<file path="src/rtl/regfile_wb_ctrl.sv">
// Register file write-port owner: sweeps all registers to INIT_VALUE after reset, then drains queued writebacks one per cycle.
// Accepted writes reach the registered write port one cycle later; wb_ready drops only while the writeback queue is full.
module regfile_wb_ctrl #(
  parameter int          DEPTH      = 4,
  parameter logic [31:0] INIT_VALUE = 32'h0000_0000
) (
  input  logic        clk,
  input  logic        rst,
  input  logic        wb_valid,
  output logic        wb_ready,
  input  logic [4:0]  wb_dest,
  input  logic [31:0] wb_data,
  output logic        rf_wr_en,
  output logic [4:0]  rf_dest,
  output logic [31:0] rf_wrData,
  input  logic [4:0]  src1,
  input  logic [4:0]  src2,
  input  logic [31:0] rf_rdData1,
  input  logic [31:0] rf_rdData2,
  output logic [31:0] rdData1,
  output logic [31:0] rdData2,
  output logic        init_done
);

  localparam int          AW       = $clog2(DEPTH);
  localparam logic [AW:0] FULL_CNT = (AW+1)'(DEPTH);

  typedef enum logic {S_INIT, S_RUN} state_t;

  state_t        state, state_nxt;
  logic [5:0]    init_ptr;
  logic [4:0]    fifo_dest [DEPTH];
  logic [31:0]   fifo_data [DEPTH];
  logic [AW-1:0] rd_ptr, wr_ptr;
  logic [AW:0]   count;
  logic          push, pop;
  logic          nxt_wr_en;
  logic [4:0]    nxt_dest;
  logic [31:0]   nxt_data;

  assign wb_ready = (count != FULL_CNT);
  // R0 writes are consumed at the handshake but never occupy a queue slot
  assign push     = wb_valid && wb_ready && (wb_dest != 5'd0);
  assign pop      = (state == S_RUN) && (count != '0);

  always_comb begin
    state_nxt = state;
    nxt_wr_en = 1'b0;
    nxt_dest  = rf_dest;
    nxt_data  = rf_wrData;
    if (state == S_INIT) begin
      nxt_wr_en = 1'b1;
      nxt_dest  = init_ptr[4:0];
      nxt_data  = INIT_VALUE;
      if (init_ptr == 6'd31) state_nxt = S_RUN;
    end else if (pop) begin
      nxt_wr_en = 1'b1;
      nxt_dest  = fifo_dest[rd_ptr];
      nxt_data  = fifo_data[rd_ptr];
    end
  end

  always_ff @(posedge clk) begin
    if (rst) begin
      state     <= S_INIT;
      init_ptr  <= 6'd0;
      rd_ptr    <= '0;
      wr_ptr    <= '0;
      count     <= '0;
      rf_wr_en  <= 1'b0;
      rf_dest   <= 5'd0;
      rf_wrData <= 32'd0;
      init_done <= 1'b0;
    end else begin
      state     <= state_nxt;
      rf_wr_en  <= nxt_wr_en;
      rf_dest   <= nxt_dest;
      rf_wrData <= nxt_data;
      if (state == S_INIT) init_ptr <= init_ptr + 6'd1;
      // Address 31 is committed on the first edge spent in RUN
      if (state == S_RUN) init_done <= 1'b1;
      if (push) wr_ptr <= wr_ptr + 1'b1;
      if (pop)  rd_ptr <= rd_ptr + 1'b1;
      case ({push, pop})
        2'b10:   count <= count + 1'b1;
        2'b01:   count <= count - 1'b1;
        default: count <= count;
      endcase
    end
  end

  always_ff @(posedge clk) begin
    if (push) begin
      fifo_dest[wr_ptr] <= wb_dest;
      fifo_data[wr_ptr] <= wb_data;
    end
  end

  // Scan oldest to newest so the newest matching queue entry wins
  always_comb begin
    rdData1 = 32'd0;
    rdData2 = 32'd0;
    if (state == S_RUN) begin
      rdData1 = rf_rdData1;
      rdData2 = rf_rdData2;
      if (rf_wr_en && rf_dest == src1) rdData1 = rf_wrData;
      if (rf_wr_en && rf_dest == src2) rdData2 = rf_wrData;
      for (int i = 0; i < DEPTH; i++) begin
        if ((AW+1)'(i) < count) begin
          if (fifo_dest[rd_ptr + AW'(i)] == src1) rdData1 = fifo_data[rd_ptr + AW'(i)];
          if (fifo_dest[rd_ptr + AW'(i)] == src2) rdData2 = fifo_data[rd_ptr + AW'(i)];
        end
      end
      if (src1 == 5'd0) rdData1 = 32'd0;
      if (src2 == 5'd0) rdData2 = 32'd0;
    end
  end

endmodule

</file>
<file path="config.mk">
export PLATFORM = sky130hd
export DESIGN_NAME = regfile_wb_ctrl
export DESIGN_NICKNAME = d
export VERILOG_FILES = /design/src/rtl/regfile_wb_ctrl.sv
export SDC_FILE = /design/constraint.sdc
export NUM_CORES = 1
export LEC_CHECK = 0
export BUFFER_PORTS_ARGS = -buffer_cell sky130_fd_sc_hd__buf_2
export CAP_MARGIN = 20
export CORE_ASPECT_RATIO = 1.75
export CORE_UTILIZATION = 60
export CTS_CLUSTER_SIZE = 24
export DETAILED_ROUTE_END_ITERATION = 10
export PLACE_DENSITY = 0.83
export RECOVER_POWER = 50
export SYNTH_ARGS = -nofsm -noshare
export SYNTH_HDL_FRONTEND = slang
export SYNTH_SLANG_ARGS = --single-unit
</file>
<file path="constraint.sdc">
create_clock -name clk -period 7.3 [get_ports clk]
set_clock_uncertainty 0.1 [all_clocks]
set_input_delay 0 -clock clk [delete_from_list [all_inputs] [get_ports clk]]
set_output_delay 0 -clock clk [all_outputs]
set_load 0.005 [all_outputs]
</file>
==> results of run 1 <==
==> final timing paths <==
kind | start | endpoint | slack (ns) | cells past startpoint
setup reg to reg | count[0] | rf_wrData[18] | 3.70 | 7
setup / recovery | rd_ptr[0] | rdData1[20] | 2.07 | 8
hold reg to reg | init_done | init_done | 0.37 | 2
hold / removal | wb_valid | wr_ptr[0] | 0.04 | 5
==> power by group through the flow <==
| stage | logic [mW] | clock network, mW | registers (mW) |
|---|---|---|---|
| CTS | 0.484 | 1.11 | 1.32 |
| global route | 0.553 | 1.16 | 1.33 |
| finish | 0.529 | 1.12 | 1.33 |
| detailed placement | 0.464 | 0 | 1.35 |
| floorplan | 0.290 | 0 | 1.34 |
| global placement | 0.459 | 0 | 1.34 |
==> worst max-delay path: cells and delay by family, from the launching register on <==
family	cells	cell delay, ns
and+or+nand+nor	1	0.04
muxes	2	0.46
DFF	1	1.08
AOI/OAI and AO/OA	2	1.13
buffers and inverters	3	1.78
==> through the flow <==
step / util / instance area [um^2] / cells
4_1_cts: 0.7012 / 17340 / 2067
3_3_place_gp: 0.6565 / 16230 / 1990
6_report: 0.7057 / 17450 / 2083
2_1_floorplan: - / 15130 / 1590
5_1_grt: 0.7055 / 17440 / 2081
3_5_place_dp: 0.6576 / 16260 / 1991
==> state kept, by name, indices dropped and copies added (netlist names), named ones only <==
| signal | flops |
|---|---|
| rf_dest | 5 |
| state | 1 |
| wr_ptr | 2 |
| fifo_dest | 20 |
| fifo_data | 128 |
| count | 3 |
| init_done | 1 |
| rd_ptr | 2 |
| rf_wr_en | 1 |
| rf_wrData | 32 |
| init_ptr | 6 |
==> placed cells by master, fill, tap and decap left out, drive strengths merged, types with 48 or more instances in the layout <==
master  count
a211oi     59
edfxtp    148
buf       215
nor3      111
nand2     107
dfxtp      55
mux2i     110
nor2      132
mux2      100
a21oi      69
clkbuf     77
nand3      82
o21ai     131
o211ai     48
==> final cells by class <==
cell class,count,area [um^2],share of cell area
Clock buffer,23,533.0,0.03055
Tap cell,312,390.4,0.02238
Inverter,8,30.03,0.001721
Multi-Input combinational cell,1211,8865,0.5081
Sequential cell,203,5554,0.3183
Antenna cell,4,10.01,0.0005737
Timing Repair Buffer,307,1899,0.1089
Clock inverter,15,165.2,0.009466
==> kinds of logic (layout without fill, tap and decap cells) <==
family,after synthesis,count (layout),synth area share
multiplexers,257,257,0.2172
flip-flops,203,203,0.3665
AND/OR/NAND/NOR,506,506,0.1591
XOR/XNOR,54,54,0.03126
adder cells (fa/ha/maj),10,10,0.008270
AO/OA/AOI/OAI,384,384,0.1689
buffers and inverters,176,353,0.04879
other,0,4,0
==> metal layers <==
layer,vias up,wire (um)
met3,487,7168
li1,6373,-
met1,6974,17810
met2,1208,28530
met5,-,50
met4,4,7977
==> impl_results.md, run 1 <==
- Fin nets: 1876
- Worst path most repeated cell: buf_4
- Setup repair bufs after CTS: 0
- # port buffers: about 220
- Setup TNS: 0 ns
- 1st-pass router iterations: 9
- Syn_nets: between 1500 and 2000
- Met2 Use GR: 0.7586
- CTS Root Cell: clkbuf_16
- Hold Crit Class: in2reg
- CP max stage delay: roughly 1.1 ns
- Slew HR: -0.8391
- Max-Cap Viols: 1
- Placer Congestion: 1.062
- Synth Instances: around 1600
- Die Width: around 120 um
- Synth area leaders: edfxtp_1 (29%), mux2_2 (7.4%), dfxtp_1 (7.3%)
- Area growth syn-to-layout: 15.32%
- Met1 Usage GRT: 0.4811
- Layout cells sized above 1: 0.2513
- Cell accounting for the most synthesized area: edfxtp_1
- WHS: between 0.04 and 0.05 ns
- Internal power: approximately 2.1 mW
- Die Ht: 212.1 um
- Avg Inst Size Synth: approximately 9.5 um^2
- CTS Buf Count: 21
- Via/cell ratio: 7.223
- GRT overflow: 0
- First-pass GRT wire length: about 90 mm
- Status: finished, violations left
- Post-synth cell types: 52
- Share of the synthesized area in the top cell type: 0.2937
- CTS H-Tree Depth: 1
- Core area: around 25000 um^2
- Post-route DRC violation count: 0
- Row count: 76
- Crit path required time: roughly 7.2 ns
- Vias in the first global route: ~15000
- Routed WL per cell: roughly 30 um
- Critical Path End Type: primary output
- Synth warn: 0
- Vias: between 15000 and 20000
- Global routing met3 resource utilization: 0.2082
- Post-synth top cells: edfxtp_1 (148), nor2_1 (132), o21ai_0 (130), clkbuf_1 (120)
- Crit path DAT: a little over 5 ns
- CTS Buffer Depth: 3
- Clk slew on worst S/H paths: ~0.06 ns
- Seq pwr share: 0.445
- Max-slew violations: 70
- DRT iter0 DRCs: 2721
- Die ar.: around 26000 um^2
- RSZ-0062 raised after global routing: false
- Busiest grt layer: met2
- Cell area after synthesis: 15130 um^2
- Initial antenna violation count: 3
- DPL Wire Length: 41.47 mm
- Leakage: about 5.8 nW
- Violated checks: max-capacitance violations, max-slew violations
- Critical path class: reg2out
- Peak Freq: ~190 MHz
- Final Cycle Share: 0.7158
- Clock sinks: 203
- Place WS: around 3.2 ns
- Worst IR Drop VDD: ~0.00024 V
- Sequential area share after synthesis: 0.3665
- Worst Setup Start Kind: flop
- CP max stage cell: dfxtp_1
- Synth async-reset ratio: 0
- Pin count of the biggest net entering global routing: 72
- Gate power share: 0.178
- CTS tree: done
- Final hold violations: 0
- Clk network pwr share: 0.377
- Crit-path cells: buf_4 > buf_4 > mux2_2 > nor2_1 > a21oi_1 > mux2i_1 > a211oi_1 > buf_2
- Worst-skew pair later-pin latency: around 0.54 ns
- Setup ws final: about 2.1 ns
- I/O pin total: 218
- #FFs+latches synth: ~200
- Fillers: slightly below 2000
- Final antenna-violating net count: 0
- Net switching power: about 0.87 mW
- Setup violators final: 0
- Switching Share: 0.2930
- Worst Tran Pin Value: 2.759 ns
- # hold bufs at CTS: 38
- CP Max Fanout: 55
- Total power: between 2 and 3 mW
- Top FF cell, synth: edfxtp_1
- Post-CTS sizing: 0
- Most common cell in the synthesized netlist: edfxtp_1
- Initial Util: 0.6119
- WL final: ~60 mm
- Pwr/cell area: about 170 nW/um^2
- Tmin final: 5.226 ns
- Post-synth EDFFs: around 150
- Gr usage total: 0.4930
(Power assumes the default switching activity.)
==> run 2, diff against run 1 <==
--- a/config.mk
+++ b/config.mk
@@ -8,10 +8,10 @@
 export BUFFER_PORTS_ARGS = -buffer_cell sky130_fd_sc_hd__buf_2
 export CAP_MARGIN = 20
 export CORE_ASPECT_RATIO = 1.75
-export CORE_UTILIZATION = 60
+export CORE_UTILIZATION = 59
 export CTS_CLUSTER_SIZE = 24
 export DETAILED_ROUTE_END_ITERATION = 10
-export PLACE_DENSITY = 0.83
+export PLACE_DENSITY = 0.82
 export RECOVER_POWER = 50
 export SYNTH_ARGS = -nofsm -noshare
 export SYNTH_HDL_FRONTEND = slang
==> constraint.sdc (replaced) <==
create_clock -name clk -period 5.2 [get_ports clk]
set_clock_uncertainty 0.1 [all_clocks]
set_input_delay 0 -clock clk [delete_from_list [all_inputs] [get_ports clk]]
set_output_delay 0 -clock clk [all_outputs]
set_load 0.005 [all_outputs]
==> run 2 against run 1 <==
Compared with the run above: the run still ends with max-capacitance violations, max-slew violations left; worst hold slack better by 0.12 ns; flip-flop and latch count stayed put; worst setup slack worse by 1.4 ns; power is 37% higher; final area is 0.14% lower; largest cell class unchanged; largest power group unchanged; highest routed layer is now met4.
==> impl_results.md, run 2 (synthesis results as in run 1) <==
- First-pass GRT wire length: ~92 mm
- Die ar.: 26310 um^2
- CP delay by family, top: compound AO/OA/AOI/OAI gates
- Hold Crit Class: in2reg
- Worst Setup Start Kind: flop
- Leakage: 5.815 nW
- Via/cell ratio: approximately 7.2
- Routed WL per cell: slightly below 30 um
- Area growth syn-to-layout: 15.15%
- CTS Root Cell: clkbuf_16
- Fin nets: 1884
- CTS tree: done
- WHS: 0.1661 ns
- Max-slew violations: a little over 90
- Critical path class: reg2out
- CP max stage delay: roughly 0.73 ns
- Buf+Inv Stages, Crit Path: 3
- Fin area: 17420 um^2
- Final core utilization: 0.6902
- Gr usage total: 0.4867
- Setup ws final: 0.7233 ns
- Worst-skew pair later-pin latency: between 0.5 and 0.6 ns
- Worst path most repeated cell: buf_4
- Flop2flop setup slack: between 0.9 and 1 ns
- Layout cells sized above 1: 0.2525
- Crit-path cells: buf_4 > mux4_2 > xnor2_1 > nand4_1 > buf_4 > o211ai_1 > a31oi_1 > a211oi_1 > buf_2
- Worst IR Drop VDD: approximately 0.00032 V
- Die Ht: 213.8 um
- Pin count of the biggest net entering global routing: just over 90
- Final antenna-violating net count: 0
- Peak Freq: between 200 and 250 MHz
- 1st-pass router iterations: 7
- Vias in the first global route: around 14000
- Initial antenna violation count: 2
- DPL Wire Length: between 40 and 50 mm
- Worst Tran Pin Value: 2.739 ns
- Setup TNS: 0 ns
- Max-Cap Viols: 2
- CTS H-Tree Depth: 1
- CP Max Fanout: 64
- Placed Cells: 2000
- RSZ-0062 raised after global routing: false
- Core area: approximately 25000 um^2
- DRT iter0 DRCs: between 2000 and 2500
- Top reg by flops: fifo_data
- # port buffers: between 200 and 250
- Most common cell after layout, fill and taps aside: buf_2
- Most frequent cells in the layout: buf_2 (168), edfxtp_1 (148), nor2_1 (129)
- Placer Congestion: around 1.1
- Fillers: approximately 2000
- Critical Path End Type: primary output
- Dpl cell area: approximately 16000 um^2
- Row count: between 70 and 80
- Total power: 4.084 mW
- Status: finished, violations left
- Max reg flops: between 100 and 150
- Tmin final: 4.477 ns
- CTS Buffer Depth: 3
- Violated checks: max-capacitance violations, max-slew violations
- Non-filler cells, final: between 2000 and 2500
- I/O pin total: around 220
- Initial Util: 0.5994
- CTS Buf Count: 20
- CP max stage cell: mux4_2
- Crit path required time: ~5.1 ns
- Final Cycle Share: 0.8609
- Clk slew on worst S/H paths: 0.06 ns
- Setup violators final: 0
- Die Width: roughly 120 um
- Slew HR: -0.8257
- Vias: 14996
- Clock sinks: 203
- WL final: between 60 and 70 mm
- Regs by FF count: fifo_data x128, rf_wrData x32, fifo_dest x20
- Place WS: roughly 1.4 ns
- Crit path DAT: 4.38 ns
- Post-CTS sizing: 0
- GRT overflow: 0
- Final hold violations: 0
- Post-route DRC violation count: 0
- Pwr/cell area: 234.4 nW/um^2
-- run 2: worst paths after layout --
check / start / end / cells after the start
setup / recovery: flop / rdData1[25] / 9
hold / removal: wb_data[13] / fifo_data[3][13] / 2
setup reg to reg: count[0] / fifo_data[2][28] / 8
hold reg to reg: init_done / init_done / 2
-- run 2: worst reg2reg max path: stages, from the launching register on --
cell and delay, ns:
dfxtp_1 0.47, inv_1 0.11, ha_1 0.25, nand2_1 0.10, nand2_1 0.11, a21oi_1 0.14
clkbuf_1 0.46, and2_0 1.64, buf_4 0.51
-- run 2: cell type report --
cell class / count / area [um^2] / area share
clock buffers: 32 / 626.9 / 0.03598
clock inverters: 4 / 17.52 / 0.001005
diodes: 1 / 2.502 / 0.0001436
flip-flops and latches: 203 / 5558 / 0.3190
inverters: 8 / 30.03 / 0.001724
multi-input cells: 1211 / 8869 / 0.5090
well taps: 316 / 395.4 / 0.02269
repair buffers: 316 / 1923 / 0.1104
-- run 2: per-layer routing --
| layer | GRT usage | routed length (um) |
|---|---|---|
| met5 | 0.003906 | 0 |
| met4 | 0.4786 | 7718 |
| met3 | 0.1883 | 6162 |
| met2 | 0.7658 | 29160 |
| met1 | 0.4776 | 17920 |
-- run 2: repair_timing --
item | 4_1_cts | 5_1_grt
hold buffers | 38 | 0
setup endpoints to repair | 0 | 0
buffers inserted | 0 | 0
endpoints found under the hold margin | 171 | 0
-- run 2: power breakdown --
group / internal [mW] / leakage [nW] / total (mW) / switching [mW]
sequential: 1.81 / 1.81 / 1.86 / 0.0537
clock: 0.824 / 0.319 / 1.47 / 0.648
combinational: 0.250 / 3.69 / 0.747 / 0.498
